<file path="src/rtl/perf_sample_buffer_pkg.sv">
// perf_sample_buffer_pkg: shared FSM states, register offsets and counter address helper
package perf_sample_buffer_pkg;
  typedef enum logic [1:0] {IDLE, READ, LAST} state_t;
  localparam logic [31:0] REG_CONTROL  = 32'd0;
  localparam logic [31:0] REG_INTERVAL = 32'd4;
  localparam logic [31:0] REG_STATUS   = 32'd8;
  localparam logic [31:0] REG_DATA     = 32'd12;
  localparam logic [31:0] COUNTER_OFS  = 32'd16;
  function automatic logic [31:0] counter_addr(input logic [31:0] base, input logic [31:0] k);
    return base + COUNTER_OFS + (k << 2);
  endfunction
endpackage

</file>
<file path="src/rtl/io_bus_interface.sv">
// io_bus_interface: simple single-cycle register bus with registered read data
interface io_bus_interface;
  logic        read_en;
  logic        write_en;
  logic [31:0] address;
  logic [31:0] write_data;
  logic [31:0] read_data;
  modport master(output read_en, write_en, address, write_data, input read_data);
  modport slave(input read_en, write_en, address, write_data, output read_data);
endinterface

</file>
<file path="src/rtl/perf_sample_buffer_fifo.sv">
// sample_fifo: synchronous FIFO with wrapping pointers, occupancy count and status flags
module sample_fifo #(
  parameter int DEPTH = 16,
  parameter int WIDTH = 32
) (
  input  logic                     clk,
  input  logic                     reset,
  input  logic                     push,
  input  logic [WIDTH-1:0]         push_data,
  input  logic                     pop,
  output logic [WIDTH-1:0]         head,
  output logic [$clog2(DEPTH):0]   count,
  output logic                     full,
  output logic                     empty
);
  localparam int AW = $clog2(DEPTH);
  localparam int DI = DEPTH;
  logic [WIDTH-1:0] mem [DEPTH];
  logic [AW-1:0] wr_ptr, rd_ptr;
  logic do_push, do_pop;
  assign full    = count == DI[AW:0];
  assign empty   = count == '0;
  assign do_push = push && !full;
  assign do_pop  = pop && !empty;
  assign head    = mem[rd_ptr];
  always_ff @(posedge clk or posedge reset) begin
    if (reset) begin
      wr_ptr <= '0;
      rd_ptr <= '0;
      count  <= '0;
    end else begin
      if (do_push) wr_ptr <= wr_ptr + 1'b1;
      if (do_pop) rd_ptr <= rd_ptr + 1'b1;
      count <= count + {{AW{1'b0}}, do_push} - {{AW{1'b0}}, do_pop};
    end
  end
  always_ff @(posedge clk) begin
    if (do_push) mem[wr_ptr] <= push_data;
  end
endmodule

</file>
<file path="src/rtl/perf_sample_buffer.sv">
// perf_sample_buffer: interval-timed snapshot of all perf counters into a host-drained FIFO
module perf_sample_buffer
  import perf_sample_buffer_pkg::*;
#(
  parameter logic [31:0] BASE_ADDRESS = 32'd0,
  parameter logic [31:0] COUNTER_BASE = 32'd0,
  parameter int          NUM_COUNTERS = 4,
  parameter int          FIFO_DEPTH   = 16
) (
  input logic             clk,
  input logic             reset,
  io_bus_interface.master counter_bus,
  io_bus_interface.slave  host_bus
);
  localparam int AW = $clog2(FIFO_DEPTH);
  localparam int IW = NUM_COUNTERS > 1 ? $clog2(NUM_COUNTERS) : 1;
  localparam int DI = FIFO_DEPTH;
  localparam int NI = NUM_COUNTERS;
  localparam int LI = NUM_COUNTERS - 1;
  localparam logic [AW:0]   DEPTH_C  = DI[AW:0];
  localparam logic [AW:0]   NUM_C    = NI[AW:0];
  localparam logic [IW-1:0] LAST_IDX = LI[IW-1:0];
  state_t        state;
  logic [IW-1:0] idx;
  logic          enable, overflow, cap_valid, rd_en;
  logic          ctrl_wr, int_wr, data_rd, expiry, start, full, empty;
  logic [31:0]   interval, timer, rd_addr, host_rdata, rd_val, head;
  logic [AW:0]   count, free;
  assign ctrl_wr = host_bus.write_en && host_bus.address == BASE_ADDRESS + REG_CONTROL;
  assign int_wr  = host_bus.write_en && host_bus.address == BASE_ADDRESS + REG_INTERVAL;
  assign data_rd = host_bus.read_en && host_bus.address == BASE_ADDRESS + REG_DATA;
  assign free    = DEPTH_C - count;
  assign expiry  = enable && interval != '0 && timer == '0 && state == IDLE;
  // space for the whole sample is reserved up front so a sample is never split
  assign start   = expiry && !full && free >= NUM_C;
  sample_fifo #(.DEPTH(FIFO_DEPTH), .WIDTH(32)) fifo (
    .clk       (clk),
    .reset     (reset),
    .push      (cap_valid),
    .push_data (counter_bus.read_data),
    .pop       (data_rd),
    .head      (head),
    .count     (count),
    .full      (full),
    .empty     (empty)
  );
  always_comb
    rd_val = host_bus.address == BASE_ADDRESS + REG_STATUS ? {overflow, 15'd0, 16'(count)} :
             (host_bus.address == BASE_ADDRESS + REG_DATA && !empty) ? head : '0;
  always_ff @(posedge clk or posedge reset) begin
    if (reset) begin
      enable     <= 1'b0;
      interval   <= '0;
      timer      <= '0;
      overflow   <= 1'b0;
      host_rdata <= '0;
    end else begin
      if (ctrl_wr) enable <= host_bus.write_data[0];
      if (int_wr) interval <= host_bus.write_data;
      if ((ctrl_wr && host_bus.write_data[0]) || expiry)
        timer <= interval == '0 ? '0 : interval - 32'd1;
      else if (enable && interval != '0 && timer != '0)
        timer <= timer - 32'd1;
      if (expiry && !start) overflow <= 1'b1;
      else if (ctrl_wr && host_bus.write_data[1]) overflow <= 1'b0;
      host_rdata <= host_bus.read_en ? rd_val : '0;
    end
  end
  // read_en is high exactly while in READ; the returned word is pushed one cycle later
  always_ff @(posedge clk or posedge reset) begin
    if (reset) begin
      state     <= IDLE;
      idx       <= '0;
      rd_en     <= 1'b0;
      rd_addr   <= '0;
      cap_valid <= 1'b0;
    end else begin
      cap_valid <= rd_en;
      case (state)
        IDLE: if (start) begin
          state   <= READ;
          idx     <= '0;
          rd_en   <= 1'b1;
          rd_addr <= counter_addr(COUNTER_BASE, 32'd0);
        end
        READ: if (idx == LAST_IDX) begin
          state   <= LAST;
          rd_en   <= 1'b0;
          rd_addr <= '0;
        end else begin
          idx     <= idx + 1'b1;
          rd_addr <= counter_addr(COUNTER_BASE, 32'(idx) + 32'd1);
        end
        default: state <= IDLE;
      endcase
    end
  end
  assign counter_bus.read_en    = rd_en;
  assign counter_bus.address    = rd_addr;
  assign counter_bus.write_en   = 1'b0;
  assign counter_bus.write_data = '0;
  assign host_bus.read_data     = host_rdata;
endmodule
</file>
<file path="src/flat_wrapper.sv">
// flat-port wrapper written by rule: the top's interface ports become plain ports
module perf_sample_buffer_flat import perf_sample_buffer_pkg::*;
#(
  parameter logic [31:0] BASE_ADDRESS = 32'd0,
  parameter logic [31:0] COUNTER_BASE = 32'd0,
  parameter int          NUM_COUNTERS = 4,
  parameter int          FIFO_DEPTH   = 16
)
  (clk, reset, counter_bus_read_en, counter_bus_write_en, counter_bus_address, counter_bus_write_data, counter_bus_read_data, host_bus_read_en, host_bus_write_en, host_bus_address, host_bus_write_data, host_bus_read_data);
  io_bus_interface counter_bus_i ();
  io_bus_interface host_bus_i ();
  input logic clk;
  input logic reset;
  output wire logic [$bits(counter_bus_i.read_en)-1:0] counter_bus_read_en;
  output wire logic [$bits(counter_bus_i.write_en)-1:0] counter_bus_write_en;
  output wire logic [$bits(counter_bus_i.address)-1:0] counter_bus_address;
  output wire logic [$bits(counter_bus_i.write_data)-1:0] counter_bus_write_data;
  input wire logic [$bits(counter_bus_i.read_data)-1:0] counter_bus_read_data;
  input wire logic [$bits(host_bus_i.read_en)-1:0] host_bus_read_en;
  input wire logic [$bits(host_bus_i.write_en)-1:0] host_bus_write_en;
  input wire logic [$bits(host_bus_i.address)-1:0] host_bus_address;
  input wire logic [$bits(host_bus_i.write_data)-1:0] host_bus_write_data;
  output wire logic [$bits(host_bus_i.read_data)-1:0] host_bus_read_data;
  assign counter_bus_read_en = counter_bus_i.read_en;
  assign counter_bus_write_en = counter_bus_i.write_en;
  assign counter_bus_address = counter_bus_i.address;
  assign counter_bus_write_data = counter_bus_i.write_data;
  assign counter_bus_i.read_data = counter_bus_read_data;
  assign host_bus_i.read_en = host_bus_read_en;
  assign host_bus_i.write_en = host_bus_write_en;
  assign host_bus_i.address = host_bus_address;
  assign host_bus_i.write_data = host_bus_write_data;
  assign host_bus_read_data = host_bus_i.read_data;
  perf_sample_buffer #(.BASE_ADDRESS(BASE_ADDRESS), .COUNTER_BASE(COUNTER_BASE), .NUM_COUNTERS(NUM_COUNTERS), .FIFO_DEPTH(FIFO_DEPTH)) u_core (.clk(clk), .reset(reset), .counter_bus(counter_bus_i), .host_bus(host_bus_i));
endmodule
</file>
<file path="config.mk">
export PLATFORM = sky130hd
export DESIGN_NAME = perf_sample_buffer_flat
export DESIGN_NICKNAME = d
export VERILOG_FILES = /design/src/rtl/perf_sample_buffer_pkg.sv /design/src/rtl/io_bus_interface.sv /design/src/rtl/perf_sample_buffer_fifo.sv /design/src/rtl/perf_sample_buffer.sv /design/src/flat_wrapper.sv
export SDC_FILE = /design/constraint.sdc
export NUM_CORES = 1
export LEC_CHECK = 0
export ABC_AREA = 1
export ABC_CLOCK_PERIOD_IN_PS = 3890
export BUFFER_PORTS_ARGS = -buffer_cell sky130_fd_sc_hd__buf_2
export CAP_MARGIN = 20
export CORE_ASPECT_RATIO = 2
export CORE_MARGIN = 5
export CORE_UTILIZATION = 40
export DETAILED_ROUTE_END_ITERATION = 10
export HOLD_SLACK_MARGIN = 0.06
export SYNTH_ARGS = -nofsm -noshare
export SYNTH_HDL_FRONTEND = slang
export SYNTH_HIERARCHICAL = 1
export SYNTH_SLANG_ARGS = --single-unit
export TNS_END_PERCENT = 30
</file>
<file path="constraint.sdc">
create_clock -name clk -period 3.89 [get_ports clk]
set_input_delay 0.1945 -clock clk [delete_from_list [all_inputs] [get_ports clk]]
set_output_delay 0.1945 -clock clk [all_outputs]
set_load 0.005 [all_outputs]
</file>
======== Word level (Yosys, flattened, before mapping) ========
Memory sizes are Yosys's and may differ from the RTL's.
Index checks and enable logic that the tools add are counted.
word-level totals
  output and inout bits ................... 98
  bits in registers ....................... 149
  memories ................................ 1
  logic and storage cells ................. 89
  memory bits (writable) .................. 512
memory list
  memory           depth  bits a word  rd ports  clocked after Yosys merged registers in  wr ports  line                           text
  u_core.fifo.mem  16     32           1         0                                        1         perf_sample_buffer_fifo.sv:18  logic [WIDTH-1:0] mem [DEPTH];
cells by class
  equality and inequality tests ........... 9
  add/sub/neg operators ................... 10
  $lt $le $gt $ge ......................... 1
  multiplexer cells ....................... 22
  reductions and logical operators ........ 33
operators with widths
  kind                                                    count
  two-way mux 32 bit                                      8
  logical NOT 32 bit                                      3
  == test 32 x 4 -> 1 bit (second input constant)         2
  one-hot mux 32 bit (2 select lines)                     1
  nonzero test 32 bit                                     2
  subtractor 32 x 1 -> 32 bit (second input constant)     2
  adder 5 x 32 -> 32 bit (first input constant)           1
  == test 32 x 3 -> 1 bit (second input constant)         1
  logical AND 1 bit                                       15
  adder 4 x 1 -> 4 bit (second input constant)            2
  two-way mux 2 bit                                       4
  one-hot mux 2 bit (2 select lines)                      2
  two-way mux 1 bit                                       6
  AND reduction 3 bit                                     2
  nonzero test 2 bit                                      3
  adder 5 x 1 -> 5 bit                                    1
  == test 5 bit (second input constant)                   1
  >= comparator 5 x 3 -> 1 bit (second input constant)    1
  logical NOT 5 bit                                       1
  subtractor 5 x 1 -> 5 bit                               1
  subtractor 5 bit (first input constant)                 1
  inequality test 2 x 1 -> 1 bit (second input constant)  2
  AND reduction 2 bit                                     2
  adder 2 x 1 -> 3 bit (second input constant)            1
  8 further kinds                                         10

======== Depth between registers and ports, before layout ========
Gate-level depths: netlist (run 1).
  depth after elaboration ................. 9
  depth in mapped cells ................... 16
  depth with buffers taken out ............ 16

======== Modules after synthesis ========
Netlist (run 1), hierarchy kept.
modules (own cells, without submodules)
  module              times used  area each (um^2)  cells each
  sample_fifo         1           22120.0           2093
  perf_sample_buffer  1           7169.4            1067

======== Least setup slack after synthesis (run 1) ========
No wires, ideal clock.
  path kind ............................... register -> register
  from .................................... register u_core.fifo.count[2]
  to ...................................... memory u_core.fifo.mem[0][0] (enable)
  slack ................................... 0.988 ns
  stages on the path, launching flop included .. 8
  required time ........................... 3.469 ns
  setup time .............................. 0.421 ns
  data arrival time ....................... 2.481 ns
  cells stage by stage .................... dfrtp_1 inv_1 ha_1 nand4_1 nand2_1 inv_1 nand2_1 nor2_1
on the way
  cells in the longest elaborated chain, start to end .. 5
ends and longest elaborated chain
  what                                     line                           text
  from (decl)                              perf_sample_buffer_fifo.sv:12  output logic [$clog2(DEPTH):0] count,
  from (signal assigned)                   perf_sample_buffer_fifo.sv:34  count <= count + {{AW{1'b0}}, do_push} - {{AW{1'b0}}, do_pop};
  == test 5 bit                            perf_sample_buffer_fifo.sv:21  assign full = count == DI[AW:0];
  logical NOT 1 bit                        perf_sample_buffer_fifo.sv:23  assign do_push = push && !full;
  logical AND 1 bit                        perf_sample_buffer_fifo.sv:23
  two-way mux 1 bit                        perf_sample_buffer_fifo.sv:38  if (do_push) mem[wr_ptr] <= push_data;
  two-way mux 1 bit (implied by the code)  perf_sample_buffer_fifo.sv:38
  to (decl)                                perf_sample_buffer_fifo.sv:18
No other way between the ends.

======== Final worst setup path (run 1) ========
  from .................................... register u_core.fifo.count[2]
  to ...................................... memory u_core.fifo.mem[7][14] (enable)
The elaborated chain is that of the path after synthesis.

==> impl_results.md, run 1 <==
- Status: complete, no violations
- R2R cell count: 8
- Vias in the first global route: 21,047
- Gr usage total: around 20%
- CP max stage delay: 0.57 ns
- Sequential Power Share: between 50% and 60%
- Mux contribution to synthesized area: 0%
- DP HPWL: just over 50,000 microns
- Grt total ovfl: 0
- Vias per std cell: 4.87
- Clk Latency, worst-skew pair: 0.66 ns
- Slowest stage cell on the critical path: nor2_4
- # fillers: approximately 6,800
- DIE AREA: 79,100 sq um
- Ys flop type: edfxtp_1
- Yosys reg bits: 632
- Max Clk Rate: 0.356 GHz
- Arr. time, crit path: 3.11 ns
- Die height: between 300 and 400 microns
- CTS Buf Count: 55
- Yosys warns: 6
- Netlist cell types: 35
- Largest family of logic cells by synthesized area: simple AND/OR/NAND/NOR gates
- Switching power: 2700 uW
- Post-Synthesis Cells: 3,160
- Number of enable flip-flop cells after synthesis: approximately 510
- First-pass GRT wire length: 122,000 microns
- Critical Path RT: 4.19 ns
- Most common cell after layout, fill and taps aside: nand2_1
- Clk sinks: 632
- Worst r2r src: u_core/fifo/count[2]
- Gp weighted congestion: 0.937
- Combinational Power Share: 1.9%
- Drt first pass iters: 7
- GRT Max-Usage Layer: met2
- Worst-path cell chain: inv_1 -> ha_1 -> nand4_1 -> nand2_1 -> inv_1 -> nand2_1 -> nor2_4 -> buf_4
- Pin count of the biggest net entering global routing: approximately 180
- Top-Level Pins: 198
- Post-synthesis sequential area ratio: 62.7%
- Compound-Gate Fraction of Synth Area: roughly 1.2%
- Layout area overhead: 14.1%
- Routed via count: 20,976
- Internal reg-to-reg setup slack: roughly 1.1 ns
- Routed wire length: 79,600 microns
- Hold/Removal Path Class: in2reg
- Worst reg2reg endpoint: u_core/fifo/mem[7][14]
- Area of the core: approximately 73,000 sq um
- Startpoint Class: register
- Die width: 201 microns
- Worst slack at placement: 1.09 ns
- Setup TNS: 0 ns
- Crit Path Category: reg2reg
- Worst-path fanout max: 16
- H-tree depth: 2
- Syn Std Cell Area: 29,300 sq um
- N_diodes: 0
- CTS tree: done
- MaxCap Viol Count: 0
- CTS max path bufs: 3
- Tightest Pin Transition: 0.971 ns
- Final slew viol count: 0
- # Post-CTS Setup Buffers: 0
- Detail Route Antenna Nets: 0
- # rows: 140
- Critical Path Stages: 8
- Critical path's top delay family: simple AND/OR/NAND/NOR gates
- Max Clock Skew: 0.0451 ns
- Routed WL per cell: 18.5 microns
- Worst setup margin: 1.08 ns
- Avg Cell Area, Syn: 9.27 sq um
- Initial core utilization: between 40% and 50%
- Fin crit period: 2.81 ns
- Final worst-path cycle share: roughly 70%
- Most frequent cells in the layout: nand2_1 (1,167), edfxtp_1 (512), nor2_1 (422)
- Post-synthesis simple-gate area fraction: 26.5%
- Peak supply drop: 0.419 mV
- P_int: 10,700 uW
- Fraction of layout cells with a size suffix above 1: approximately a tenth
- Met1 Use GR: 20.7%
- Fin nets: about 3,500
- Post_cts resized: 0
- Synth Area in XOR/XNOR: 1.32%
- Clock slew at reported path FFs: 0.07 ns
- Initial antenna violation count: 1
- Switch share: 20.2%
- Setup repair after global routing missed its margin: false
- PwrDens: 400 nW/um^2
- Met2 Track Usage GR: 38.7%
- CP Launch Point: u_core/fifo/count[2]
- DRC viols: 0
- CP Capture Point: u_core/fifo/mem[7][14]
- Slew HR: 35.1%
- Met3 Use GR: ~2.5%
- CTS root buf: clkbuf_16
- CP endpoint kind: register
- Post-synth ARST share: 19.0%
- Clk pwr share: between 40 and 50%
- Starting DRT DRC Count: 1,552
- Leakage: 0.0149 uW
- Hold Fails Final Rpt: 0
- WP buf/inv: 3
- Final Setup Violations: 0
- Post-CTS Hold Fix Bufs: 69
- Adder-cell share of the synthesized area: 0.709%
- Buffers on Ports: 135
[power groups by stage]
stage / Combinational [uW] / Sequential (uW) / Clock [uW]
3_3_place_gp: 201 / 7450 / 0
4_1_cts: 260 / 7310 / 5940
3_5_place_dp: 202 / 7460 / 0
5_1_grt: 287 / 7300 / 6180
2_1_floorplan: 90.2 / 7460 / 0
6_report: 256 / 7310 / 5780
[flip-flops by register name, summed over array words and instances, names as in the netlist]
register	count
u_core/idx	2
u_core/interval	32
u_core/overflow	1
u_core/fifo/wr_ptr	4
u_core/fifo/mem	512
u_core/fifo/count	5
u_core/enable	1
u_core/counter_bus.read_en	1
u_core/cap_valid	1
u_core/state	2
u_core/host_bus.read_data	32
u_core/counter_bus.address	3
u_core/fifo/rd_ptr	4
u_core/timer	32
[layout make-up]
cell class	count	area (sq um)	share of cell area [%]
Tap cell	923	1150	3.46
Inverter	294	1110	3.33
Clock buffer	72	1450	4.34
Timing Repair Buffer	246	1790	5.37
Clock inverter	32	439	1.31
Multi-Input combinational cell	2109	9080	27.2
Sequential cell	632	18400	55.0
[logic make-up (layout without fill, tap and decap cells)]
family,Yosys count,in the layout
other,1,62
XOR/XNOR,44,44
AO/OA/AOI/OAI,68,68
buffers and inverters,480,644
AND/OR/NAND/NOR,1919,1919
adder cells (fa/ha/maj),16,16
flip-flops,632,632
[per-stage QoR]
stage | area [sq um] | hold WS, ns | cells | power (uW) | utilization (%)
floorplan | 29500 | 0.0715 | 3221 | 7550 | -
finish | 33400 | 0.154 | 4308 | 13400 | 46.0
detailed placement | 30800 | 0.324 | 4135 | 7660 | 42.4
global placement | 30800 | 0.321 | 4135 | 7660 | 42.4
CTS | 33400 | 0.111 | 4308 | 13500 | 46.0
global route | 33400 | 0.196 | 4308 | 13800 | 46.0
[worst min-delay path by stage]
stage	from	endpoint	slack, ns	cells after the start
global route	host_bus_address[10]	u_core/host_bus.read_data[0]	0.20	8
CTS	host_bus_address[0]	u_core/host_bus.read_data[0]	0.11	8
global placement	reset	u_core/fifo/count[3]	0.32	2
floorplan	reset	u_core/fifo/count[0]	0.07	1
finish	host_bus_address[8]	u_core/host_bus.read_data[0]	0.15	8
detailed placement	reset	u_core/fifo/count[3]	0.32	2
[routing by layer]
layer / routed length (microns) / vias to the layer above
met1: 28600 / 9953
met3: 3040 / 202
li1: - / 10278
met4: 4060 / 2
met2: 43800 / 541
met5: 7 / -
[worst reg2reg max path: cells and delay by family, from the launching register on]
kind,cells,cell delay [ns]
and+or+nand+nor,4,1.14
buffers and inverters,3,0.74
DFF,1,0.39
adders and majority gates,1,0.22
[cells in the mapped netlist (2+ instances only)]
cell type / instances / area share (%)
ha_1: 15 / 0.64
buf_6: 3 / 0.12
inv_1: 287 / 3.7
dfrtp_1: 120 / 10
buf_4: 70 / 1.8
nand3b_1: 4 / 0.10
edfxtp_1: 512 / 52
nand3_1: 259 / 4.4
inv_2: 5 / 0.064
nand2_1: 1167 / 15
buf_2: 87 / 1.5
o31ai_1: 2 / 0.051
nor2_2: 12 / 0.26
nor2_4: 5 / 0.19
nor3_1: 11 / 0.19
xnor2_1: 17 / 0.51
clkbuf_1: 19 / 0.24
xor2_1: 27 / 0.81
nand4_1: 7 / 0.15
nor2_8: 2 / 0.14
buf_1: 7 / 0.090
o21ai_0: 32 / 0.55
nand2_2: 3 / 0.064
nand3_2: 3 / 0.10
a21oi_1: 33 / 0.56
nor2_1: 439 / 5.6
clkinv_1: 2 / 0.026
nand2_4: 3 / 0.12
(Power assumes the default switching activity.)
==> run 2, diff against run 1 <==
--- a/config.mk
+++ b/config.mk
@@ -6,7 +6,7 @@
 export NUM_CORES = 1
 export LEC_CHECK = 0
 export ABC_AREA = 1
-export ABC_CLOCK_PERIOD_IN_PS = 3890
+export ABC_CLOCK_PERIOD_IN_PS = 2700
 export BUFFER_PORTS_ARGS = -buffer_cell sky130_fd_sc_hd__buf_2
 export CAP_MARGIN = 20
 export CORE_ASPECT_RATIO = 2
==> constraint.sdc (replaced) <==
create_clock -name clk -period 2.7 [get_ports clk]
set_input_delay 0.135 -clock clk [delete_from_list [all_inputs] [get_ports clk]]
set_output_delay 0.135 -clock clk [all_outputs]
set_load 0.005 [all_outputs]
==> run 2 against run 1 <==
Compared with the run above: highest routed layer is now met4; first-iteration DRC count rose by 5.8%; via count rose by 1.7%; fmax rose by 15%.
==> impl_results.md, run 2 (synthesis gave the netlist of run 1 again) <==
- Grt total ovfl: 0
- Hold slack: 0.123 ns
- Crit Path Category: reg2reg
- First-pass GRT wire length: 124,000 microns
- PwrDens: 565 nW/um^2
- Slew HR: between 20% and 30%
- Area of the core: 72,700 sq um
- WP buf/inv: 2
- Startpoint Class: register
- DRC viols: 0
- Slowest stage cell on the critical path: fa_1
- Final instance area: 33,900 sq um
- Post_cts resized: 0
- Vias per std cell: ~4.9
- Final worst-path cycle share: 90.3%
- Clk sinks: ~630
- Routed via count: 21,343
- CP max stage delay: between 0.4 and 0.5 ns
- Non-Filler Instances: 4,344
- Most flop-heavy register: u_core/fifo/mem
- R2R cell count: 11
- # rows: 140
- Routed wire length: 81,100 microns
- Worst-path cell chain: inv_1 -> ha_1 -> nand4_1 -> nand2_1 -> ha_1 -> inv_1 -> ha_1 -> fa_1 -> nand3_1 -> nand2_1 -> xor2_1
- Worst slack at placement: 0.240 ns
- Fin crit period: about 2.4 ns
- Worst-path fanout max: 5
- Critical path's top delay family: adder cells
- Starting DRT DRC Count: 1,642
- Initial core utilization: 40.3%
- Pin count of the biggest net entering global routing: roughly 210
- Drt first pass iters: 5
- Fin nets: 3,488
- CTS max path bufs: 3
- Gr usage total: 20.2%
- Peak supply drop: approximately 0.42 mV
- Routed WL per cell: 18.7 microns
- Max Clock Skew: 0.0157 ns
- Final slew viol count: 0
- Placement Cell Area: 31,300 sq um
- Hold/Removal Path Class: in2reg
- Detail Route Antenna Nets: 0
- Critical Path Stages: 11
- Clock slew at reported path FFs: 0.07 ns
- Buffers on Ports: 135
- DIE AREA: between 70,000 and 80,000 sq um
- Layout area overhead: 15.8%
- Top-Level Pins: 198
- Fraction of layout cells with a size suffix above 1: a little over a tenth
- MaxCap Viol Count: 0
- Clk Latency, worst-skew pair: roughly 0.61 ns
- Critical Path RT: 3.19 ns
- Die width: 201 microns
- CTS Buf Count: 55
- H-tree depth: 2
- DP HPWL: 51,900 microns
- Initial antenna violation count: 3
- Dpl cells: 4,166
- Hold Fails Final Rpt: 0
- Status: complete, no violations
- Die height: 393 microns
- Setup repair after global routing missed its margin: false
- Final Setup Violations: 0
- CTS tree: done
- Most common cell after layout, fill and taps aside: nand2_1
- Worst setup margin: 0.261 ns
- Cell depth of the worst hold path: 6
- CP endpoint kind: register
- CTS root buf: clkbuf_16
- Max Clk Rate: 0.410 GHz
- Vias in the first global route: 21,270
- CP dominant cell by count: ha_1
- Leakage: 0.0151 uW
- Tightest Pin Transition: roughly 1.2 ns
- Gp weighted congestion: 0.915
- Max reg flops: just over 500
- Most frequent cells in the layout: nand2_1 (1,167), edfxtp_1 (512), nor2_1 (422)
- # Post-CTS Setup Buffers: 0
- Arr. time, crit path: 2.93 ns
## run 2: metal layers
| layer | wire (microns) | GRT usage, % | up-vias |
|---|---|---|---|
| li1 | - | - | 10349 |
| met1 | 29800 | 22.1 | 10142 |
| met2 | 43300 | 38.4 | 620 |
| met3 | 3510 | 2.22 | 232 |
| met4 | 4520 | 10.4 | 0 |
| met5 | 0 | 0 | - |
## run 2: timing repair
item                                   CTS  global route
setup endpoints to repair                0             0
hold buffers                            72             0
endpoints found under the hold margin  673             0
## run 2: worst reg2reg max path: cells and delay by family (launching register included)
kind	cells	cell delay, ns
simple gates	4	0.48
flops	1	0.39
fa+ha+maj	4	1.20
xor+xnor	1	0.14
buf+inv	2	0.11
## run 2: stage by stage
| stage | util, % | TNS, ns | power, uW |
|---|---|---|---|
| 6_report | 46.7 | 0 | 19200 |
| 5_1_grt | 46.7 | 0 | 19800 |
| 4_1_cts | 46.7 | 0 | 19400 |
| 3_5_place_dp | 43.1 | 0 | 11000 |
| 3_3_place_gp | 43.1 | 0 | 11000 |
| 2_1_floorplan | - | -103.23 | 10900 |
## run 2: final timing paths
| path | to | startpoint | slack (ns) |
|---|---|---|---|
| setup / recovery | u_core/fifo/count[4] | u_core/fifo/count[2] | 0.26 |
| hold / removal | u_core/enable | host_bus_address[3] | 0.12 |
| setup reg to reg | u_core/fifo/count[4] | u_core/fifo/count[2] | 0.26 |
| hold reg to reg | u_core/cap_valid | u_core/counter_bus.read_en | 0.43 |
| max in group asynchronous | u_core/host_bus.read_data[22] | reset | 1.27 |
| min in group asynchronous | u_core/fifo/count[1] | reset | 0.22 |
## run 2: power by group
part           switching (uW)  total, uW  internal (uW)
logic                     236        364            128
registers               0.782      10500          10500
clock network            3640       8270           4620
## run 2: final cells by class
type	instances	area [sq um]
tap	923	1150
sequential	632	18400
inverter	294	1110
clock inverter	35	370
clock buffer	68	1500
fill	6798	38800
antenna	3	7.51
multi-input combinational	2109	9080
timing repair buffer	280	2320
==> run 3, diff against run 2 <==
--- a/config.mk
+++ b/config.mk
@@ -9,11 +9,14 @@
 export ABC_CLOCK_PERIOD_IN_PS = 2700
 export BUFFER_PORTS_ARGS = -buffer_cell sky130_fd_sc_hd__buf_2
 export CAP_MARGIN = 20
+export CELL_PAD_IN_SITES_DETAIL_PLACEMENT = 2
+export CELL_PAD_IN_SITES_GLOBAL_PLACEMENT = 2
 export CORE_ASPECT_RATIO = 2
 export CORE_MARGIN = 5
-export CORE_UTILIZATION = 40
+export CORE_UTILIZATION = 38
 export DETAILED_ROUTE_END_ITERATION = 10
 export HOLD_SLACK_MARGIN = 0.06
+export PLACE_DENSITY_LB_ADDON = 0.1
 export SYNTH_ARGS = -nofsm -noshare
 export SYNTH_HDL_FRONTEND = slang
 export SYNTH_HIERARCHICAL = 1
==> run 3 against run 2 <==
Compared with the run above: die area grew 5.1%; cell area grew 1.0%; critical path depth grew 1; via count grew 7.1%; sequential share of layout area shrank 0.56 points; critical path type unchanged; critical endpoint is now u_core/timer[30].
==> impl_results.md, run 3 (synthesis gave the netlist of run 1 again) <==
- Fin nets: roughly 3,500
- Max Clock Skew: 0.0272 ns
- Setup repair after global routing missed its margin: false
- Gr usage total: 25.9%
- Fin crit period: 2.57 ns
- DP HPWL: 73,000 microns
- Final worst-path cycle share: 95.3%
- Slew HR: 42.9%
- CP endpoint kind: register
- Worst-path cell chain: inv_1 -> ha_1 -> nand2_2 -> nor2_1 -> nand2_1 -> o21ai_0 -> nand2_1 -> nor2_1 -> nand2_1 -> nand2_1 -> nand2_1 -> nand2_1
- Status: complete, no violations
- Worst-path fanout max: 6
- Non-Filler Instances: 4,468
- Buffers on Ports: 135
- Tightest Pin Transition: ~0.86 ns
- CP Launch Point: u_core/interval[0]
- Top-Level Pins: 198
- DRC viols: 0
- Routed WL per cell: 24.2 microns
- DIE AREA: 83,100 sq um
- Slowest stage cell on the critical path: nor2_1
- CP dominant cell by count: nand2_1
- Layout area overhead: 17.0%
- CTS root buf: clkbuf_16
- Vias in the first global route: ~27,000
- Detail Route Antenna Nets: 0
- Starting DRT DRC Count: 1,038
- Most common cell after layout, fill and taps aside: nand2_1
- H-tree depth: 2
- Pin count of the biggest net entering global routing: 139
- CTS Buf Count: 59
- Most flop-heavy register: u_core/fifo/mem
- End-of-flow core utilization: between 40 and 50%
- Final slew viol count: 0
- Startpoint Class: register
- CP max stage delay: 0.53 ns
- CTS max path bufs: 3
- Internal reg-to-reg setup slack: ~0.13 ns
- Hold slack: 0.0838 ns
- Leakage: 0.0152 uW
- Crit Path Category: reg2reg
- Clk Latency, worst-skew pair: approximately 0.66 ns
- Dpl cells: around 4,300
- PwrDens: around 570 nW/um^2
- Hold/Removal Path Class: in2async
- Hold Fails Final Rpt: 0
- Peak supply drop: 0.592 mV
- Max Clk Rate: 0.389 GHz
- Die height: 403 microns
- MaxCap Viol Count: 0
- Routed wire length: between 100,000 and 150,000 microns
- Grt total ovfl: 0
- Routed via count: ~23,000
- Setup TNS: 0 ns
- Initial core utilization: between 30% and 40%
- Arr. time, crit path: ~3.2 ns
- Met3 Use GR: roughly 2.5%
- Max reg flops: a little over 500
- # rows: 144
- Fraction of layout cells with a size suffix above 1: between 10% and 20%
- Critical Path RT: 3.28 ns
- WP buf/inv: 1
- GRT Max-Usage Layer: met2
- Critical path's top delay family: simple AND/OR/NAND/NOR gates
- Die width: roughly 210 microns
- Gp weighted congestion: 0.893
- Vias per std cell: 5.12
- Met1 Use GR: about a quarter
- Most frequent cells in the layout: nand2_1 (1,167), edfxtp_1 (512), nor2_1 (422)
- Met2 Track Usage GR: between 50 and 60%
- Area of the core: 76,800 sq um
- First-pass GRT wire length: 161,000 microns
- # fillers: 8,386
- Clock slew at reported path FFs: 0.07 ns
- Initial antenna violation count: 3
- Clk sinks: 632
- Worst r2r src: u_core/interval[0]
- Drt first pass iters: 5
- Final Setup Violations: 0
- CTS tree: done
run 3: report_power, final:
part	leakage, uW	switching [uW]	internal (uW)
sequential	0.00612	0.782	10500
combinational	0.00819	273	131
clock	0.000922	3900	4550
total	0.0152	4180	15200
run 3: layout make-up:
cell class                 instances  area (sq um)  area share, %
timing repair buffer             297          2520           7.37
antenna                            2          5.00         0.0146
tap                             1022          1280           3.73
clock inverter                    38           309          0.902
inverter                         294          1110           3.25
clock buffer                      74          1590           4.62
sequential                       632         18400           53.6
multi-input combinational       2109          9080           26.5
run 3: path summary, 6_finish.rpt:
check / endpoint / cells past startpoint
setup / recovery: u_core/timer[30] / 12
hold / removal: u_core/timer[31] / 3
setup reg to reg: u_core/timer[30] / 12
hold reg to reg: u_core/cap_valid / 0
max in group asynchronous: u_core/interval[14] / 4
min in group clk: u_core/enable / 6
run 3: repair_timing:
action                    4_1_cts  5_1_grt
gates resized for setup         0        0
setup buffers                   0        0
hold endpoints to repair      673        0
hold buffers                   68        0
run 3: layer usage:
| layer | routed length [microns] | part of all wire [%] |
|---|---|---|
| met2 | 61700 | 57 |
| met5 | 0 | 0 |
| met4 | 6740 | 6.2 |
| met3 | 3150 | 2.9 |
| met1 | 36400 | 34 |
run 3: per-stage QoR:
stage,instance area [sq um],total power [uW],setup slack [ns]
2_1_floorplan,29500,10900,-0.202
3_3_place_gp,31700,11100,0.181
3_5_place_dp,31700,11100,0.0972
4_1_cts,34300,19600,0.149
5_1_grt,34300,20000,0.00706
6_report,34300,19400,0.127
run 3: worst min-delay path, stage by stage:
cell and delay [ns]:
dlygate4sd3_1 0.54, buf_2 0.14, clkinvlp_4 0.33
